==> src/rtl/fwd_scoreboard_pkg.sv <==
// rtl/fwd_scoreboard_pkg.sv - shared constants, entry record and latency clamp for forwarding_scoreboard
package fwd_scoreboard_pkg;

    localparam int SEL_RF   = 0;
    localparam int LAT_ALU  = 1;
    localparam int LAT_LOAD = 2;

    // Entry fields are sized for the largest supported configuration (REG_AW <= 16, DEPTH <= 7)
    localparam int RD_W_MAX = 16;
    localparam int LAT_W    = 3;

    typedef struct packed {
        logic                valid;
        logic [RD_W_MAX-1:0] rd;
        logic [LAT_W-1:0]    lat;
    } entry_t;

    function automatic logic [LAT_W-1:0] clamp_lat(input logic [LAT_W-1:0] lat, input int depth);
        if (lat == '0) begin
            return LAT_W'(LAT_ALU);
        end
        if (int'(lat) > depth) begin
            return LAT_W'(depth);
        end
        return lat;
    endfunction

endpackage

==> src/rtl/fwd_src_match.sv <==
// rtl/fwd_src_match.sv - priority comparator for one source operand over all tracked stages
module fwd_src_match
    import fwd_scoreboard_pkg::*;
#(
    parameter int REG_AW = 5,
    parameter int DEPTH  = 2,
    localparam int SEL_W = $clog2(DEPTH + 1)
) (
    input  logic                      rs_valid,
    input  logic [REG_AW-1:0]         rs,
    input  logic [DEPTH-1:0]          ent_valid,
    input  logic [DEPTH*RD_W_MAX-1:0] ent_rd,
    input  logic [DEPTH*LAT_W-1:0]    ent_lat,
    output logic [SEL_W-1:0]          sel,
    output logic                      stall_req
);

    logic             hit;
    logic [SEL_W-1:0] hit_stage;
    logic [LAT_W-1:0] hit_lat;

    always_comb begin
        sel       = SEL_W'(SEL_RF);
        stall_req = 1'b0;
        hit       = 1'b0;
        hit_stage = '0;
        hit_lat   = '0;
        // Scan oldest to youngest so the youngest matching writer is the one left standing
        for (int k = DEPTH - 1; k >= 0; k--) begin
            if (ent_valid[k] && (ent_rd[k*RD_W_MAX +: RD_W_MAX] == RD_W_MAX'(rs))) begin
                hit       = 1'b1;
                hit_stage = SEL_W'(k + 1);
                hit_lat   = ent_lat[k*LAT_W +: LAT_W];
            end
        end
        if (rs_valid && hit) begin
            if (int'(hit_stage) >= int'(hit_lat)) begin
                sel = hit_stage;
            end else begin
                stall_req = 1'b1;
            end
        end
    end

endmodule

==> src/rtl/forwarding_scoreboard.sv <==
// rtl/forwarding_scoreboard.sv - in-flight writer record, forward selects and load-use stall
// Optional statistics counters are enabled with FWD_SCOREBOARD_STATS_EN.
module forwarding_scoreboard
    import fwd_scoreboard_pkg::*;
#(
    parameter int REG_AW  = 5,
    parameter int NUM_SRC = 2,
    parameter int DEPTH   = 2,
    localparam int SEL_W  = $clog2(DEPTH + 1)
) (
    input  logic                      clk,
    input  logic                      rst,
    input  logic                      freeze,
    input  logic                      ex_valid,
    input  logic [REG_AW-1:0]         ex_rd,
    input  logic                      ex_regwrite,
    input  logic [SEL_W-1:0]          ex_lat,
    input  logic [NUM_SRC*REG_AW-1:0] ex_rs,
    output logic [NUM_SRC*SEL_W-1:0]  fwd_sel,
    output logic                      stall,
    output logic [DEPTH-1:0]          stage_valid
`ifdef FWD_SCOREBOARD_STATS_EN
    ,
    output logic [31:0]               stat_stall_cnt,
    output logic [31:0]               stat_fwd_cnt
`endif
);

    entry_t                    entries [DEPTH];
    entry_t                    new_entry;
    logic [DEPTH-1:0]          ent_valid;
    logic [DEPTH*RD_W_MAX-1:0] ent_rd;
    logic [DEPTH*LAT_W-1:0]    ent_lat;
    logic [NUM_SRC*SEL_W-1:0]  raw_sel;
    logic [NUM_SRC-1:0]        stall_req;
    logic                      stall_raw;

    always_comb begin
        new_entry       = '0;
        new_entry.valid = ex_valid && ex_regwrite && (ex_rd != '0);
        if (new_entry.valid) begin
            new_entry.rd  = RD_W_MAX'(ex_rd);
            new_entry.lat = clamp_lat(LAT_W'(ex_lat), DEPTH);
        end
    end

    for (genvar k = 0; k < DEPTH; k++) begin : g_flat
        assign ent_valid[k]                      = entries[k].valid;
        assign ent_rd[k*RD_W_MAX +: RD_W_MAX]    = entries[k].rd;
        assign ent_lat[k*LAT_W +: LAT_W]         = entries[k].lat;
    end

    for (genvar i = 0; i < NUM_SRC; i++) begin : g_src
        logic [REG_AW-1:0] rs_i;
        assign rs_i = ex_rs[i*REG_AW +: REG_AW];

        fwd_src_match #(
            .REG_AW (REG_AW),
            .DEPTH  (DEPTH)
        ) u_match (
            .rs_valid  (ex_valid && (rs_i != '0)),
            .rs        (rs_i),
            .ent_valid (ent_valid),
            .ent_rd    (ent_rd),
            .ent_lat   (ent_lat),
            .sel       (raw_sel[i*SEL_W +: SEL_W]),
            .stall_req (stall_req[i])
        );
    end

    assign stall_raw   = |stall_req;
    // Entries may still hold stale writers during the reset cycle, so outputs are masked
    assign stall       = stall_raw && !rst;
    assign fwd_sel     = rst ? '0 : raw_sel;
    assign stage_valid = rst ? '0 : ent_valid;

    always_ff @(posedge clk) begin
        if (rst) begin
            for (int k = 0; k < DEPTH; k++) begin
                entries[k] <= '0;
            end
        end else if (!freeze) begin
            for (int k = DEPTH - 1; k > 0; k--) begin
                entries[k] <= entries[k-1];
            end
            entries[0] <= stall_raw ? '0 : new_entry;
        end
    end

`ifdef FWD_SCOREBOARD_STATS_EN
    logic [31:0] fwd_n;
    logic [32:0] fwd_sum;

    always_comb begin
        fwd_n = '0;
        for (int i = 0; i < NUM_SRC; i++) begin
            if (raw_sel[i*SEL_W +: SEL_W] != '0) begin
                fwd_n = fwd_n + 32'd1;
            end
        end
        fwd_sum = {1'b0, stat_fwd_cnt} + {1'b0, fwd_n};
    end

    always_ff @(posedge clk) begin
        if (rst) begin
            stat_stall_cnt <= '0;
            stat_fwd_cnt   <= '0;
        end else if (!freeze) begin
            if (stall_raw) begin
                if (stat_stall_cnt != '1) begin
                    stat_stall_cnt <= stat_stall_cnt + 32'd1;
                end
            end else begin
                stat_fwd_cnt <= fwd_sum[32] ? '1 : fwd_sum[31:0];
            end
        end
    end
`endif

endmodule

==> config.mk <==
export PLATFORM = sky130hd
export DESIGN_NAME = forwarding_scoreboard
export DESIGN_NICKNAME = d
export VERILOG_FILES = /design/src/rtl/fwd_scoreboard_pkg.sv /design/src/rtl/fwd_src_match.sv /design/src/rtl/forwarding_scoreboard.sv
export SDC_FILE = /design/constraint.sdc
export NUM_CORES = 1
export LEC_CHECK = 0
export CORE_ASPECT_RATIO = 0.8
export CORE_MARGIN = 10
export CORE_UTILIZATION = 30
export CTS_CLUSTER_SIZE = 40
export DETAILED_ROUTE_END_ITERATION = 6
export SLEW_MARGIN = 10
export SYNTH_ARGS = -nofsm -noshare
export SYNTH_HDL_FRONTEND = slang
export SYNTH_SLANG_ARGS = --single-unit
==> constraint.sdc <==
create_clock -name clk -period 4.6 [get_ports clk]
set_clock_uncertainty 0.2 [all_clocks]
set_input_delay 1.15 -clock clk [delete_from_list [all_inputs] [get_ports clk]]
set_output_delay 1.15 -clock clk [all_outputs]
set_load 0.05 [all_outputs]
==> impl.org <==
** Synthesis
- The most used flip-flop cell after synthesis is sky130_fd_sc_hd__edfxtp_1.
- In this run, synthesis inferred 16 flip-flops with an integrated enable.
- Of the synthesized area, sequential elements account for 0.4539.
- The complex-gate fraction of the synthesized area is 0.09456.
- By instance count, the leading cell after synthesis is sky130_fd_sc_hd__edfxtp_1.
- Counting every net in the synthesized netlist gives 121.
- Main combinational cell family by area after synthesis :: simple AND/OR/NAND/NOR gates
- Of the total synthesized cell area, the portion taken by full adders, half adders and majority gates is 0.02364.
- Cell types occupying the most area after synthesis :: sky130_fd_sc_hd__edfxtp_1 45%, sky130_fd_sc_hd__xor2_1 12%, sky130_fd_sc_hd__xnor2_1 5.0%
- Count of distinct cell types in the synthesized netlist :: 30
- After synthesis the netlist holds a flip-flop and latch count of 16.
- Leading cell types by count after synthesis :: 16 x sky130_fd_sc_hd__edfxtp_1, 14 x sky130_fd_sc_hd__xor2_1, 8 x sky130_fd_sc_hd__nor2_1
- In the synthesized netlist the async set-or-reset flop fraction comes to 0.
- Fraction of synthesized area in multiplexers :: 0
- The synthesized netlist occupies a cell area of 1059 sq um.
- Of the total synthesized cell area, the portion taken by XOR and XNOR cells is 0.1655.
- Synthesis produced a netlist whose cell count is 97.
- The synthesized design spends more area on one cell type than any other, namely sky130_fd_sc_hd__edfxtp_1.
- Top-area cell type share of the netlist area :: 0.4539
- Post-synthesis simple-gate area fraction :: 0.2518
- Warnings from Yosys :: 0
- A synthesized cell averages 10.91 sq um.

** Detailed routing
- The first detailed-routing pass ran for 4 iterations.
- Routed len/inst :: 14.31 microns
- Via count of the routed design :: 901
- DRC violation count after routing :: 0
- Vias per cell :: 4.870
- Number of DRC markers in iteration 0 :: 30
- Summed over all layers, the routed wires come to 2648 microns.
- The detail route stage leaves a number of antenna-violating nets equal to 0.

** Place
- Routability cong. :: 0.8937
- Hpwl dp :: 2237 microns
- Port-buffer cells :: 27
- Summing all placed instances gives a cell area of 1558 sq um.
- Including well taps, the total number of placed cells is 180.

** Clock network
- H-Tree Depth :: 1
- Number of clock sinks :: 16
- Inserted Clock Buffers :: 3
- In this run the clock root is driven by a sky130_fd_sc_hd__clkbuf_8.
- The later pin in the worst-skew pair is clocked with a latency of 0.24 ns.
- The clock passes through at most 2 buffers.
- TritonCTS clock tree :: done
- Clock transition time at the flip-flop clock pins of the worst setup and hold paths :: 0.06 ns
- The number of hold buffers added after CTS was 0.

** Setup path
- Worst r2r path cells :: 11
- Setup slack, reg-to-reg :: 1.88 ns
- In this run the critical register-to-register path is captured at entries[0][1]$_SDFFCE_PP0P_.
- Critical register-to-register path startpoint :: entries[0][6]$_SDFFCE_PP0P_
- STA classifies the critical path endpoint as an output port.
- Data arrives at the worst endpoint at 3.14 ns.
- CP Class :: primary input to output port
- Critical Path Fanout Max :: 3
- The worst setup path is launched from a primary input.
- Req. time, crit path :: 3.25 ns

** Run status
- Status :: finished clean

** Floorplanning
- The floorplan has 19 rows.
- The die is 86.41 microns wide.
- During I/O placement, the number of pins put on the boundary was 29.
- Effective utilization at floorplan :: 0.3092
- The die covers 6319 sq um.
- The floorplan step defined a core boundary enclosing 3423 sq um.
- From bottom edge to top edge, the die measures 73.13 microns.

** Finish
- Final standard cell area without fillers :: 1705 sq um
- Combined area of the multi-input logic cells :: 671.9 sq um
- Across the whole layout, storage elements account for 480.5 sq um.
- Counting flops per register, the top entry is entries.
- Flip-flop count of the largest register, all copies and words added :: 16
- Final layout net count :: 169
- Post-synthesis to final-layout area growth :: 61.11%
- Fraction of layout instances using a drive strength above 1 :: 0.3147
- Final core utilization :: 0.4982
- Antenna cells :: 0
- After the flow finishes, the layout carries non-filler instances totaling 185.
- The largest registers in the layout are entries (16).
- Fill cell count :: 314

** Global routing
- The first global-routing pass estimated 4305 microns of wire.
- Global-route track usage on met1 :: 0.09698
- Met3 usage in global routing :: 0.02790
- The initial antenna violation count was 0.
- Entering global routing, the biggest net connects 17 pins.
- The via count of the first global-routing pass is 962.
- Most used routing layer in global routing :: met2
- In the global route stage, met2 resource usage came out at 0.1408.
- Global router's overall resource usage :: 0.08339
- After global routing the overflow that remains totals 0.

** Timing
- Dividing the final minimum period by the clock period gives 0.9759.
- Worst-Margin Slew :: 0.7103 ns
- Final-report setup violation count :: 0
- Hold timing on the final database bottoms out at a slack of 0.3228 ns.
- For this run, the top clock speed supported by timing is 222.8 MHz.
- The worst pin sits at a relative slew slack of 0.5264.
- After layout, the minimum clock period comes to 4.489 ns.
- Number of max-slew violations in the final report :: 0
- The number of endpoints with negative hold slack in the final report was 0.
- Adding up every negative setup slack in the final design gives 0 ns.

** Hold path
- In this run the worst hold path is classified as register to register.
- Launch instance of the worst min-delay path :: entries[0][0]$_SDFFCE_PP0P_
- Min-Delay Endpoint :: entries[0][20]$_SDFFCE_PN0P_
- Count of cells along the worst hold path :: 1

** Flow run
- Count of max-cap constraint violations :: 0

** Pwr
- Across the VDD grid, the largest voltage drop is 0.1503 mV.
- Pwr dens :: 203.1 nW/um^2
- Summed over all cells, the static leakage comes to 0.7147 nW.
critical path: stages:
cell and delay (ns):
sky130_fd_sc_hd__clkdlybuf4s15_1 0.23, sky130_fd_sc_hd__xor2_2 0.17, sky130_fd_sc_hd__nor4_2 0.29, sky130_fd_sc_hd__nand3_1 0.15, sky130_fd_sc_hd__nor2_2 0.14, sky130_fd_sc_hd__a22oi_2 0.08, sky130_fd_sc_hd__ha_4 0.28, sky130_fd_sc_hd__a21bo_4 0.23
sky130_fd_sc_hd__a22oi_4 0.18, sky130_fd_sc_hd__nor2_4 0.06, sky130_fd_sc_hd__buf_12 0.16
placed cells by master (no fill, tap or decap), drive strengths merged, types with 3 or more instances in the layout:
master and n:
nor2b 4, edfxtp 16, buf 21, o21ai 4
and3 7, or4 3, xor2 14, nor4 4
dlygate4sd2 3, and2 7, xnor2 6, nor2 8
clkdlybuf4s15 6, clkdlybuf4s50 12, clkbuf 4, a22oi 3
what timing repair did:
action                     4_1_cts  5_1_grt
buffers inserted                 2        0
pin swaps                       11       13
gates resized for setup         18       18
gates cloned                     0        0
setup endpoints to repair        5        5
hold endpoints to repair         0        0
per-stage QoR:
step	total power, mW	setup slack [ns]
final	0.3464	0.1111
after CTS	0.3454	-0.03152
after detailed placement	0.2473	-0.3257
after floorplan	0.2100	0.002910
after global placement	0.2456	-0.2737
after global routing	0.3617	-0.01018
final cells by class:
cell class | count | share of cell area
multi-input cells | 78 | 0.3940
flip-flops and latches | 16 | 0.2817
repair buffers | 44 | 0.2649
well taps | 42 | 0.03081
clock buffers | 3 | 0.02421
inverters | 2 | 0.004402
cells by family (layout without fill, tap and decap cells):
logic type | Yosys count | after routing
buffers and inverters | 3 | 49
adders and majority gates | 2 | 2
xor gates and xnor gates | 20 | 20
and+or+nand+nor | 44 | 44
DFF | 16 | 16
AOI/OAI and AO/OA | 12 | 12
report_power, final:
group	leakage, nW	switching, mW	internal [mW]	total (mW)
clock	0.0216	0.0411	0.0579	0.0990
sequential	0.176	0.00942	0.171	0.180
combinational	0.517	0.0309	0.0365	0.0674
worst max path at each step:
| stage | cells after the start | slack [ns] | end | start |
|---|---|---|---|---|
| floorplan | 9 | 0.003 | fwd_sel[1] | ex_rs[3] |
| global placement | 11 | -0.27 | stall | ex_rs[0] |
| detailed placement | 11 | -0.33 | stall | ex_rs[8] |
| CTS | 11 | -0.03 | stall | ex_rs[4] |
| global route | 11 | -0.01 | stall | ex_rs[2] |
| finish | 11 | 0.11 | stall | ex_rs[2] |
layer usage:
layer / vias up / share of wire / wire, microns
li1: 450 / - / -
met1: 426 / 0.46 / 1222
met2: 19 / 0.48 / 1259
met3: 6 / 0.050 / 132
met4: 0 / 0.012 / 33
met5: - / 0 / 0
(Power assumes the default switching activity.)
